### src/rtl/vga_pkg.sv
// Shared types and helpers for the VGA colour output path.
package vga_pkg;

  typedef enum logic [1:0] {
    BRIGHT     = 2'd0,
    FADING_OUT = 2'd1,
    DARK       = 2'd2,
    FADING_IN  = 2'd3
  } fade_state_t;

  localparam bit SYNC_POL_DEFAULT = 1'b0;
  localparam int MAX_COLOR_W      = 16;
  localparam int COLOR_IDX_W      = $clog2(MAX_COLOR_W);

  // Replicates an in_w-bit code MSB-first across out_w bits (result in the low out_w bits).
  function automatic logic [MAX_COLOR_W-1:0] expand_color(
    input logic [MAX_COLOR_W-1:0] code,
    input int                     in_w,
    input int                     out_w
  );
    logic [MAX_COLOR_W-1:0] res;
    res = '0;
    for (int i = 0; i < MAX_COLOR_W; i++) begin
      if (i < out_w && in_w > 0) begin
        res[COLOR_IDX_W'(out_w - 1 - i)] = code[COLOR_IDX_W'(in_w - 1 - (i % in_w))];
      end
    end
    return res;
  endfunction

endpackage

### src/rtl/vga_fade_ctrl.sv
// Frame-synchronous brightness fade controller: vsync edge detect, frame counter,
// fade state machine and the current brightness level.
module vga_fade_ctrl
  import vga_pkg::*;
#(
  parameter int LVL_W       = 3,
  parameter int FADE_FRAMES = 4,
  parameter bit SYNC_POL    = SYNC_POL_DEFAULT
) (
  input  logic           clk,
  input  logic           rst,
  input  logic           vsync_in,
  input  logic           fade_out_req,
  input  logic           fade_in_req,
  output logic [LVL_W:0] level,
  output logic           fade_busy
);

  localparam logic [LVL_W:0] FULL     = (LVL_W + 1)'(1 << LVL_W);
  localparam int             CNT_W    = $clog2(FADE_FRAMES + 1);
  localparam logic [CNT_W-1:0] CNT_LAST = CNT_W'(FADE_FRAMES - 1);

  fade_state_t      state_q, state_d;
  logic [LVL_W:0]   level_q, level_d;
  logic [CNT_W-1:0] cnt_q, cnt_d;
  logic             vs_act_q;
  logic             vs_act;
  logic             tick;
  logic             take_out;
  logic             take_in;

  // The previous-sample flag resets to "active" so a vsync held active through
  // reset release must first be seen inactive before a tick can fire.
  assign vs_act = (vsync_in == SYNC_POL);
  assign tick   = vs_act && !vs_act_q;

  assign take_out = fade_out_req && (state_q == BRIGHT || state_q == FADING_IN);
  assign take_in  = fade_in_req && !fade_out_req &&
                    (state_q == DARK || state_q == FADING_OUT);

  always_ff @(posedge clk or posedge rst) begin
    if (rst) begin
      state_q  <= BRIGHT;
      level_q  <= FULL;
      cnt_q    <= '0;
      vs_act_q <= 1'b1;
    end else begin
      state_q  <= state_d;
      level_q  <= level_d;
      cnt_q    <= cnt_d;
      vs_act_q <= vs_act;
    end
  end

  always_comb begin
    state_d = state_q;
    level_d = level_q;
    cnt_d   = cnt_q;
    if (take_out) begin
      cnt_d   = '0;
      state_d = (level_q == '0) ? DARK : FADING_OUT;
    end else if (take_in) begin
      cnt_d   = '0;
      state_d = (level_q == FULL) ? BRIGHT : FADING_IN;
    end else if (tick && (state_q == FADING_OUT || state_q == FADING_IN)) begin
      if (cnt_q == CNT_LAST) begin
        cnt_d = '0;
        if (state_q == FADING_OUT) begin
          level_d = level_q - 1'b1;
          if (level_q == (LVL_W + 1)'(1)) state_d = DARK;
        end else begin
          level_d = level_q + 1'b1;
          if (level_q == FULL - 1'b1) state_d = BRIGHT;
        end
      end else begin
        cnt_d = cnt_q + 1'b1;
      end
    end
  end

  assign level     = level_q;
  assign fade_busy = (state_q == FADING_OUT) || (state_q == FADING_IN);

endmodule

### src/rtl/vga_color_stage.sv
// Two-stage colour output pipeline: bit-replication expansion, brightness scaling,
// blanking, and matching sync delay in front of the R/G/B DAC pins.
module vga_color_stage
  import vga_pkg::*;
#(
  parameter int IN_W        = 2,
  parameter int OUT_W       = 4,
  parameter int LVL_W       = 3,
  parameter int FADE_FRAMES = 4,
  parameter bit SYNC_POL    = SYNC_POL_DEFAULT
) (
  input  logic             clk,
  input  logic             rst,
  input  logic             display_en,
  input  logic             hsync_in,
  input  logic             vsync_in,
  input  logic [IN_W-1:0]  r_in,
  input  logic [IN_W-1:0]  g_in,
  input  logic [IN_W-1:0]  b_in,
  input  logic             fade_out_req,
  input  logic             fade_in_req,
  output logic [OUT_W-1:0] R,
  output logic [OUT_W-1:0] G,
  output logic [OUT_W-1:0] B,
  output logic             hsync_out,
  output logic             vsync_out,
  output logic [LVL_W:0]   level,
  output logic             fade_busy
);

  localparam int   PW        = OUT_W + LVL_W + 1;
  localparam logic SYNC_IDLE = ~SYNC_POL;

  logic [IN_W-1:0]  code_in [3];
  logic [OUT_W-1:0] exp_d [3];
  logic [OUT_W-1:0] exp_q [3];
  logic [PW-1:0]    prod [3];
  logic [OUT_W-1:0] pix_d [3];
  logic [OUT_W-1:0] pix_q [3];
  logic [LVL_W:0]   lvl_q;
  logic             de_q;
  logic             hs1_q, vs1_q, hs2_q, vs2_q;

  vga_fade_ctrl #(
    .LVL_W       (LVL_W),
    .FADE_FRAMES (FADE_FRAMES),
    .SYNC_POL    (SYNC_POL)
  ) u_fade (
    .clk          (clk),
    .rst          (rst),
    .vsync_in     (vsync_in),
    .fade_out_req (fade_out_req),
    .fade_in_req  (fade_in_req),
    .level        (level),
    .fade_busy    (fade_busy)
  );

  assign code_in[0] = r_in;
  assign code_in[1] = g_in;
  assign code_in[2] = b_in;

  // Level is captured alongside the pixel so a step on a tick cycle only
  // affects pixels entering from the following cycle onward.
  always_comb begin
    for (int c = 0; c < 3; c++) begin
      exp_d[c] = OUT_W'(expand_color(MAX_COLOR_W'(code_in[c]), IN_W, OUT_W));
      prod[c]  = PW'(exp_q[c]) * PW'(lvl_q);
      pix_d[c] = de_q ? OUT_W'(prod[c] >> LVL_W) : '0;
    end
  end

  always_ff @(posedge clk or posedge rst) begin
    if (rst) begin
      for (int c = 0; c < 3; c++) begin
        exp_q[c] <= '0;
        pix_q[c] <= '0;
      end
      lvl_q <= '0;
      de_q  <= 1'b0;
      hs1_q <= SYNC_IDLE;
      vs1_q <= SYNC_IDLE;
      hs2_q <= SYNC_IDLE;
      vs2_q <= SYNC_IDLE;
    end else begin
      for (int c = 0; c < 3; c++) begin
        exp_q[c] <= exp_d[c];
        pix_q[c] <= pix_d[c];
      end
      lvl_q <= level;
      de_q  <= display_en;
      hs1_q <= hsync_in;
      vs1_q <= vsync_in;
      hs2_q <= hs1_q;
      vs2_q <= vs1_q;
    end
  end

  assign R         = pix_q[0];
  assign G         = pix_q[1];
  assign B         = pix_q[2];
  assign hsync_out = hs2_q;
  assign vsync_out = vs2_q;

endmodule

### config.mk
export PLATFORM = sky130hd
export DESIGN_NAME = vga_color_stage
export DESIGN_NICKNAME = d
export VERILOG_FILES = /design/src/rtl/vga_pkg.sv /design/src/rtl/vga_fade_ctrl.sv /design/src/rtl/vga_color_stage.sv
export SDC_FILE = /design/constraint.sdc
export NUM_CORES = 1
export LEC_CHECK = 0
export CORE_ASPECT_RATIO = 1.25
export CORE_MARGIN = 4
export CORE_UTILIZATION = 30
export CTS_CLUSTER_DIAMETER = 80
export DETAILED_ROUTE_END_ITERATION = 12
export SYNTH_ARGS = -nofsm -noshare
export SYNTH_HDL_FRONTEND = slang
export SYNTH_SLANG_ARGS = --single-unit
### constraint.sdc
create_clock -name clk -period 4.04 [get_ports clk]
set_input_delay 0.808 -clock clk [delete_from_list [all_inputs] [get_ports clk]]
set_output_delay 0.808 -clock clk [all_outputs]
set_load 0.02 [all_outputs]
# Word-level counts from Yosys, hierarchy flattened
# Index checks and enable logic that the tools add are counted.
# word_totals
wordCells	67
ff_bits	43
output_inout_bits	19
inputBits	13
# op_classes
n_eq_ne	8
n_mul	3
add_sub_neg	3
reduce_logical	17
bitwise	3
muxes	17
# ops
operator	n
$mul 4x4->7	3
$mux 2	9
$mux 4	4
$mux 3	4
$reduce_and 4->1	2
$reduce_bool 3->1	2
$logic_and 1x1->1	5
$add 4x1->4 const B	1
$eq 2x2->1 const B	2
$eq 4x1->1 const B	1
$eq 4x3->1 const B	1
$eq 4x4->1 const B	1
$logic_not 4->1	1
$ne 4x2->1 const B	1
$reduce_bool 4->1	1
$sub 4x1->4 const B	1
$add 3x1->3 const B	1
$eq 3x2->1 const B	1
$logic_or 1x1->1	3
$not 1->1	3
$eq 2x1->1 const B	1
$logic_not 1->1	2
$logic_not 2->1	1

# Logic depth before layout (Yosys ltp)
# Gate-level depths: netlist of the first run.
# depth
word_depth	7
ltp_mapped	11
depth_no_buf	10

# Modules after synthesis
# A second synthesis of the first run with hierarchy kept.
# hier_totals
cells_unflattened	230
hier_area_um2	2467.4
# by_module_without_submodules
module	n_inst	area_per_inst_um2	cells_each	seq_area_each_um2
vga_color_stage	1	1778.0	161	680.7
vga_fade_ctrl	1	689.4	69	252.7

# Least setup slack after synthesis of the first run
# No wires, ideal clock.
# synth_timing
kind	reg-to-reg
start	register lvl_q[1]
end	register pix_q, in the netlist G[3]
t_required_ns	3.921
setup_ns	0.119
arrival_ns	2.686
stages_incl_launch_ff	11
slack_ns	1.235
synth_period_minus_slack_ns	2.805
cell_sequence	dfrtp_1 clkbuf_1 nand2_1 fa_1 inv_1 fa_1 fa_1 a21o_1 a21oi_1 xnor2_1 and2_1
# synth_lines
element	line_no	text
start, declared	vga_color_stage.sv:40	logic [LVL_W:0] lvl_q;
start signal, assigned	vga_color_stage.sv:89	lvl_q <= level;
end signal, assigned by index	vga_color_stage.sv:87	pix_q[c] <= pix_d[c];
end, declared	vga_color_stage.sv:39	logic [OUT_W-1:0] pix_q [3];

==> results of run 1 <==
==> registers in the layout, indices dropped and copies added, names as in the netlist <==
name	cells
hs1_q	1
de_q	1
R	4
u_fade.level	4
lvl_q	4
exp_q	6
vsync_out	1
G	4
vs1_q	1
hsync_out	1
u_fade.cnt_q	3
B	4
u_fade.vs_act_q	1
u_fade.state_q	2
==> cell usage after synthesis, types with 4 or more instances <==
| cell type | number | share of area |
|---|---|---|
| dfstp_2 | 6 | 0.065 |
| a21o_1 | 7 | 0.022 |
| nand2_1 | 14 | 0.022 |
| and2_1 | 25 | 0.065 |
| ha_1 | 33 | 0.17 |
| xor2_1 | 11 | 0.040 |
| fa_1 | 9 | 0.074 |
| o21ai_1 | 4 | 0.0083 |
| a21oi_1 | 9 | 0.019 |
| xnor2_1 | 11 | 0.040 |
| dfrtp_1 | 31 | 0.32 |
| nor3_1 | 4 | 0.0083 |
| nor2_1 | 9 | 0.014 |
| inv_1 | 19 | 0.029 |
==> power by group through the flow <==
| stage | combinational (W) | clock (W) | sequential, W |
|---|---|---|---|
| 2_1_floorplan | 0.000496 | 0 | 0.000555 |
| 3_3_place_gp | 0.000716 | 0 | 0.000512 |
| 3_5_place_dp | 0.000733 | 0 | 0.000513 |
| 4_1_cts | 0.000738 | 0.000277 | 0.000506 |
| 5_1_grt | 0.000823 | 0.000291 | 0.000519 |
| 6_report | 0.000723 | 0.000262 | 0.000505 |
==> kinds of logic (layout without fill, tap and decap cells) <==
kind of cell | Yosys count | after routing | synth area share
and+or+nand+nor | 71 | 71 | 0.168
adders and majority gates | 42 | 42 | 0.245
DFF | 37 | 37 | 0.385
AOI/OAI and AO/OA | 24 | 24 | 0.0620
buffers and inverters | 24 | 59 | 0.0434
xor gates and xnor gates | 22 | 22 | 0.0795
muxes | 4 | 4 | 0.0170
==> layout make-up <==
class	count	area, um2	area share
Tap cell	95	119	0.0408
Clock inverter	3	21.3	0.00729
Sequential cell	37	933	0.320
Timing Repair Buffer	32	318	0.109
Inverter	19	71.3	0.0245
Multi-Input combinational cell	163	1390	0.475
Clock buffer	5	68.8	0.0236
==> per-stage QoR <==
stage                     worst slack (ns)  hold WS, ns   util
after floorplan                       1.24        0.345      -
after global placement                1.18        0.346  0.361
after detailed placement              1.14        0.347  0.361
after CTS                             1.13        0.360  0.372
after global routing                 0.974        0.362  0.372
final                                 1.16        0.358  0.372
==> critical path, cell delays in order (launching register included) <==
cell	delay (ns)
dfrtp_1	0.45
nand2_1	0.14
fa_1	0.54
inv_1	0.05
fa_1	0.52
fa_1	0.47
a21o_1	0.20
a21oi_1	0.17
xnor2_1	0.09
and2_1	0.15
==> final timing paths <==
check | startpoint | end | slack [ns] | cells past startpoint
max in group asynchronous | rst | u_fade.level[3] | 2.78 | 3
worst min register to register | vs1_q | vsync_out | 0.36 | 0
worst min-delay path | vs1_q | vsync_out | 0.36 | 0
min in group asynchronous | rst | exp_q[1] | 0.91 | 3
worst max register to register | lvl_q[3] | G[3] | 1.16 | 9
worst max-delay path | lvl_q[3] | G[3] | 1.16 | 9
==> placed cells by master, fill, tap and decap left out, types with 6 or more instances in the layout <==
cell type / count
nor2_1: 9
inv_1: 19
fa_1: 9
a21oi_1: 9
xnor2_1: 11
a21o_1: 7
ha_1: 33
dfstp_2: 6
clkdlybuf4s50_1: 31
xor2_1: 11
nand2_1: 14
and2_1: 25
dfrtp_1: 31
==> routing by layer <==
metal / up-vias / share of wire / track usage
met2: 30 / 0.49 / 0.151
met3: 8 / 0.056 / 0.0267
met5: - / 0 / 0
met1: 754 / 0.44 / 0.113
li1: 810 / - / -
met4: 0 / 0.019 / 0.0389
==> reports/qor.yml, run 1 <==
status: "finished, final reports clean"
syn_to_final_growth_pct: 20.3
fin_cells: 354
finalPower_w: 0.00149
rsz0062_at_grt: "no"
max_slew.worst_pin.slew_ns: 0.446
first_pass_iters: 4
vias: 1602
cp_max_fo: 6
p_sw_frac: 0.382
cts_tree: "built"
async_reset_ff_frac: 1.00
p_seq_frac: 0.339
nFillCells: 814
cts-resized-gates: 0
hpwl_um: 3150
intPower_w: 0.000921
crit_type: "flip-flop to flip-flop"
hold_class: "flip-flop to flip-flop"
root_buffer: "clkbuf_8"
p_leak_nw: 1.52
cts_sinks: 37
cap_viol_max_count: 0
grt_use_total: 0.0925
ctsHoldBuffers: 0
pwr-share-comb: 0.486
synth.avg_cell_area_um2: 10.8
yosysWarningCount: 0
overflow: 0
power_switching_w: 0.000569
clk_latency_ns: 0.30
nets: 313
start_kind: "flip-flop"
routedWlPerCell_um: 11.1
grt_pass1_vias: 1602
slew_headroom: 0.703
dieArea_mm2: 0.00959
syn_nets: 279
setup_viol: 0
finClkSkew_ns: 0.0112
grt_pass1_wl_um: 7010
worstPathRequired_ns: 4.23
h-tree-depth: 2
cts_buffers: 5
gp_congestion: 0.837
rows: 36
antennaDiodeCount: 0
coreArea_mm2: 0.00784
die_h_um: 108
fin_setup_tns_ns: 0
drc: 0
fin_crit_ns: 2.88
drv_slew: 0
synth-seq-area-share: 0.385
drive_gt1_frac: 0.0772
post-route-period-util: 0.714
die_w_um: 88.4
placed_cells: 346
post_dp_cell_area_mm2: 0.00283
peakVddDrop_mv: 0.339
path_clk_slew_ns: 0.08
num_io_pins: 32
cp-end-kind: "flip-flop"
ys_ff_latch: 37
finalHoldViolations: 0
syn-instance-count: 224
start_util: 0.309
synth.distinct_cells: 36
port_buffers: 31
drt-initial-drc-count: 71
cts_max_path_buffers: 2
cts_setup_buffers: 0
arrival_ns: 3.07
grt_max_degree: 38
synth_edf_count: 0
ys.flop_type: "dfrtp_1"
wirelength_um: 3940
vias_per_cell: 4.53
power_density_mw_per_mm2: 511
final_area_mm2: 0.00292
antenna_found_initial: 0
ant_nets: 0
fmax_mhz: 347
synth_area_mm2: 0.00242
p_clk_frac: 0.176
Power figures use the tool's default switching activity.
==> inputs of run 2 (changes only) <==
==> constraint.sdc (replaced) <==
create_clock -name clk -period 2.6 [get_ports clk]
set_input_delay 0.52 -clock clk [delete_from_list [all_inputs] [get_ports clk]]
set_output_delay 0.52 -clock clk [all_outputs]
set_load 0.02 [all_outputs]
==> run 2 against run 1 <==
  * Combinational power grew 78%
  * Clock power grew 120%
  * Clock skew shrank 0.0030 ns
  * Final cell count grew 5.6%
  * Sequential power grew 54%
  * Via count grew 3.1%
  * Worst hold slack lost 0.00068 ns
  * Critical endpoint is now B[3]
  * Largest cell class unchanged
  * Largest power group unchanged
  * Highest routed layer unchanged
==> reports/qor.yml, run 2 (synthesis results as in run 1) <==
drive_gt1_frac: 0.237  # +0.159
grt_use_total: 0.0995  # +0.00697
finalHoldViolations: 0  # unchanged
post_dp_cell_area_mm2: 0.00294  # +4.0%
vias_per_cell: 4.42  # -2.4%
num_io_pins: 32  # unchanged
p_seq_frac: 0.293  # -0.046
use_met1: 0.117  # +0.00411
h-tree-depth: 2  # unchanged
fmax_mhz: 386  # +11%
cts_max_path_buffers: 2  # unchanged
root_buffer: "clkbuf_8"
grt_max_degree: 38  # unchanged
crit_type: "flip-flop to flip-flop"
worst_slack_ns: 0.00638  # -1.15 ns
coreArea_mm2: 0.00784  # unchanged
final_common_cell: "clkdlybuf4s50_1"
ant_nets: 0  # unchanged
drv_slew: 0  # unchanged
dieArea_mm2: 0.00959  # unchanged
busiest_layer: "met2"
clk_latency_ns: 0.29  # about the same
worstPathRequired_ns: 2.78  # -1.45 ns
p_leak_nw: 1.64  # +7.8%
finClkSkew_ns: 0.00821  # -0.00299 ns
nFillCells: 767  # -5.8%
final-seq-area_um2: 937  # +0.40%
port_buffers: 31  # unchanged
hold_class: "flip-flop to flip-flop"
status: "finished, final reports clean"
antenna_found_initial: 0  # unchanged
rsz0062_at_grt: "yes"
drt-initial-drc-count: 42  # -41%
start_kind: "flip-flop"
first_pass_iters: 4  # unchanged
p_sw_frac: 0.349  # -0.0330
slew_headroom: 0.698  # -0.00434
max_slew.worst_pin.slew_ns: 0.452  # +0.00651 ns
final_area_mm2: 0.00322  # +10%
die_w_um: 88.4  # unchanged
p_clk_frac: 0.221  # +0.045
antennaDiodeCount: 0  # unchanged
dp_slack_ns: -0.149  # -1.29 ns
syn_to_final_growth_pct: 32.7
cp_max_fo: 5  # -1
cts_sinks: 37  # unchanged
vias: 1652  # +3.1%
peakVddDrop_mv: 0.461  # +36%
gp_congestion: 0.813  # -2.8%
start_util: 0.309  # unchanged
nets: 333  # +6.4%
setup_viol: 0  # unchanged
hpwl_um: 3260  # +3.5%
overflow: 0  # unchanged
routedWlPerCell_um: 11.4  # +2.6%
intPower_w: 0.00173  # +88%
pwr-share-comb: 0.486  # about the same
wirelength_um: 4270  # +8.4%
cap_viol_max_count: 0  # unchanged
fin_setup_tns_ns: 0  # unchanged
largest_reg_flops: 6  # unchanged
cts_buffers: 5  # unchanged
power_switching_w: 0.000929  # +63%
grt_use_met2: 0.169  # +0.0176
fin_cells: 374  # +5.6%
arrival_ns: 2.78  # -0.29 ns
post-route-period-util: 0.998  # +0.284
die_h_um: 108  # unchanged
multi_input_area_mm2: 0.00148  # +6.9%
final_util: 0.410  # +0.0383
use_met3: 0.0244  # -0.00229
final_cell_mix: "clkdlybuf4s50_1 (31), ha_1 (30), dfrtp_1 (28)"
power_density_mw_per_mm2: 827  # +62%
rows: 36  # unchanged
cp-end-kind: "flip-flop"
placed_cells: 360  # +4.0%
cts_tree: "built"
fin_crit_ns: 2.59  # -0.291 ns
grt_pass1_wl_um: 7590  # +8.3%
drc: 0  # unchanged
grt_pass1_vias: 1751  # +9.3%
path_clk_slew_ns: 0.08  # about the same
top_register: "exp_q"
ff2ff_setup_slack_ns: 0.006  # -1.15 ns
==> run 2: cell types whose count changed in the layout (fill, tap and decap cells not counted), sizes merged <==
cell,delta
buf,+20
bufinv,+2
clkinvlp,-1
inv,-1
==> run 2: final timing paths <==
check                         start         endpoint  cells past startpoint
setup / recovery           lvl_q[1]             B[3]                     10
setup reg to reg           lvl_q[1]             B[3]                     10
max in group asynchronous       rst         lvl_q[1]                      3
hold / removal                hs1_q        hsync_out                      0
hold reg to reg               hs1_q        hsync_out                      0
min in group asynchronous       rst  u_fade.cnt_q[0]                      3
==> run 2: power groups by stage <==
stage	clock [W]	sequential, W	combinational, W
2_1_floorplan	0	0.000862	0.000778
3_3_place_gp	0	0.000788	0.00117
3_5_place_dp	0	0.000789	0.00119
4_1_cts	0.000614	0.000780	0.00123
5_1_grt	0.000644	0.000799	0.00146
6_report	0.000589	0.000780	0.00129
==> run 2: through the flow <==
step                      power, W  hold slack (ns)
after floorplan            0.00164            0.345
after global placement     0.00196            0.346
after detailed placement   0.00198            0.347
after CTS                  0.00262            0.359
after global routing       0.00290            0.365
final                      0.00266            0.358
==> run 2: timing repair <==
item | 4_1_cts | 5_1_grt
cloned | 0 | 0
buffers inserted | 3 | 3
resized for setup | 11 | 14
endpoints found under the setup margin | 3 | 6
pin swaps | 9 | 18
hold buffers | 0 | 0
==> run 2: critical path: stages, from the launching register on <==
cell,delay (ns)
dfrtp_2,0.43
buf_6,0.12
nand2_2,0.05
fa_1,0.48
inv_1,0.05
fa_1,0.48
fa_2,0.37
a21o_1,0.17
a21oi_2,0.14
xnor2_1,0.07
and2_1,0.14
==> run 2: layout make-up <==
cell class,instances,area share
clock buffers,5,0.0214
clock inverters,3,0.0202
inverters,19,0.0222
multi-input cells,163,0.460
flip-flops and latches,37,0.291
well taps,95,0.0370
repair buffers,52,0.148
==> run 2: routing by layer <==
| layer | wire length (um) | share of wire |
|---|---|---|
| met1 | 1820 | 0.43 |
| met2 | 2190 | 0.51 |
| met3 | 180 | 0.042 |
| met4 | 76 | 0.018 |
| met5 | 0 | 0 |
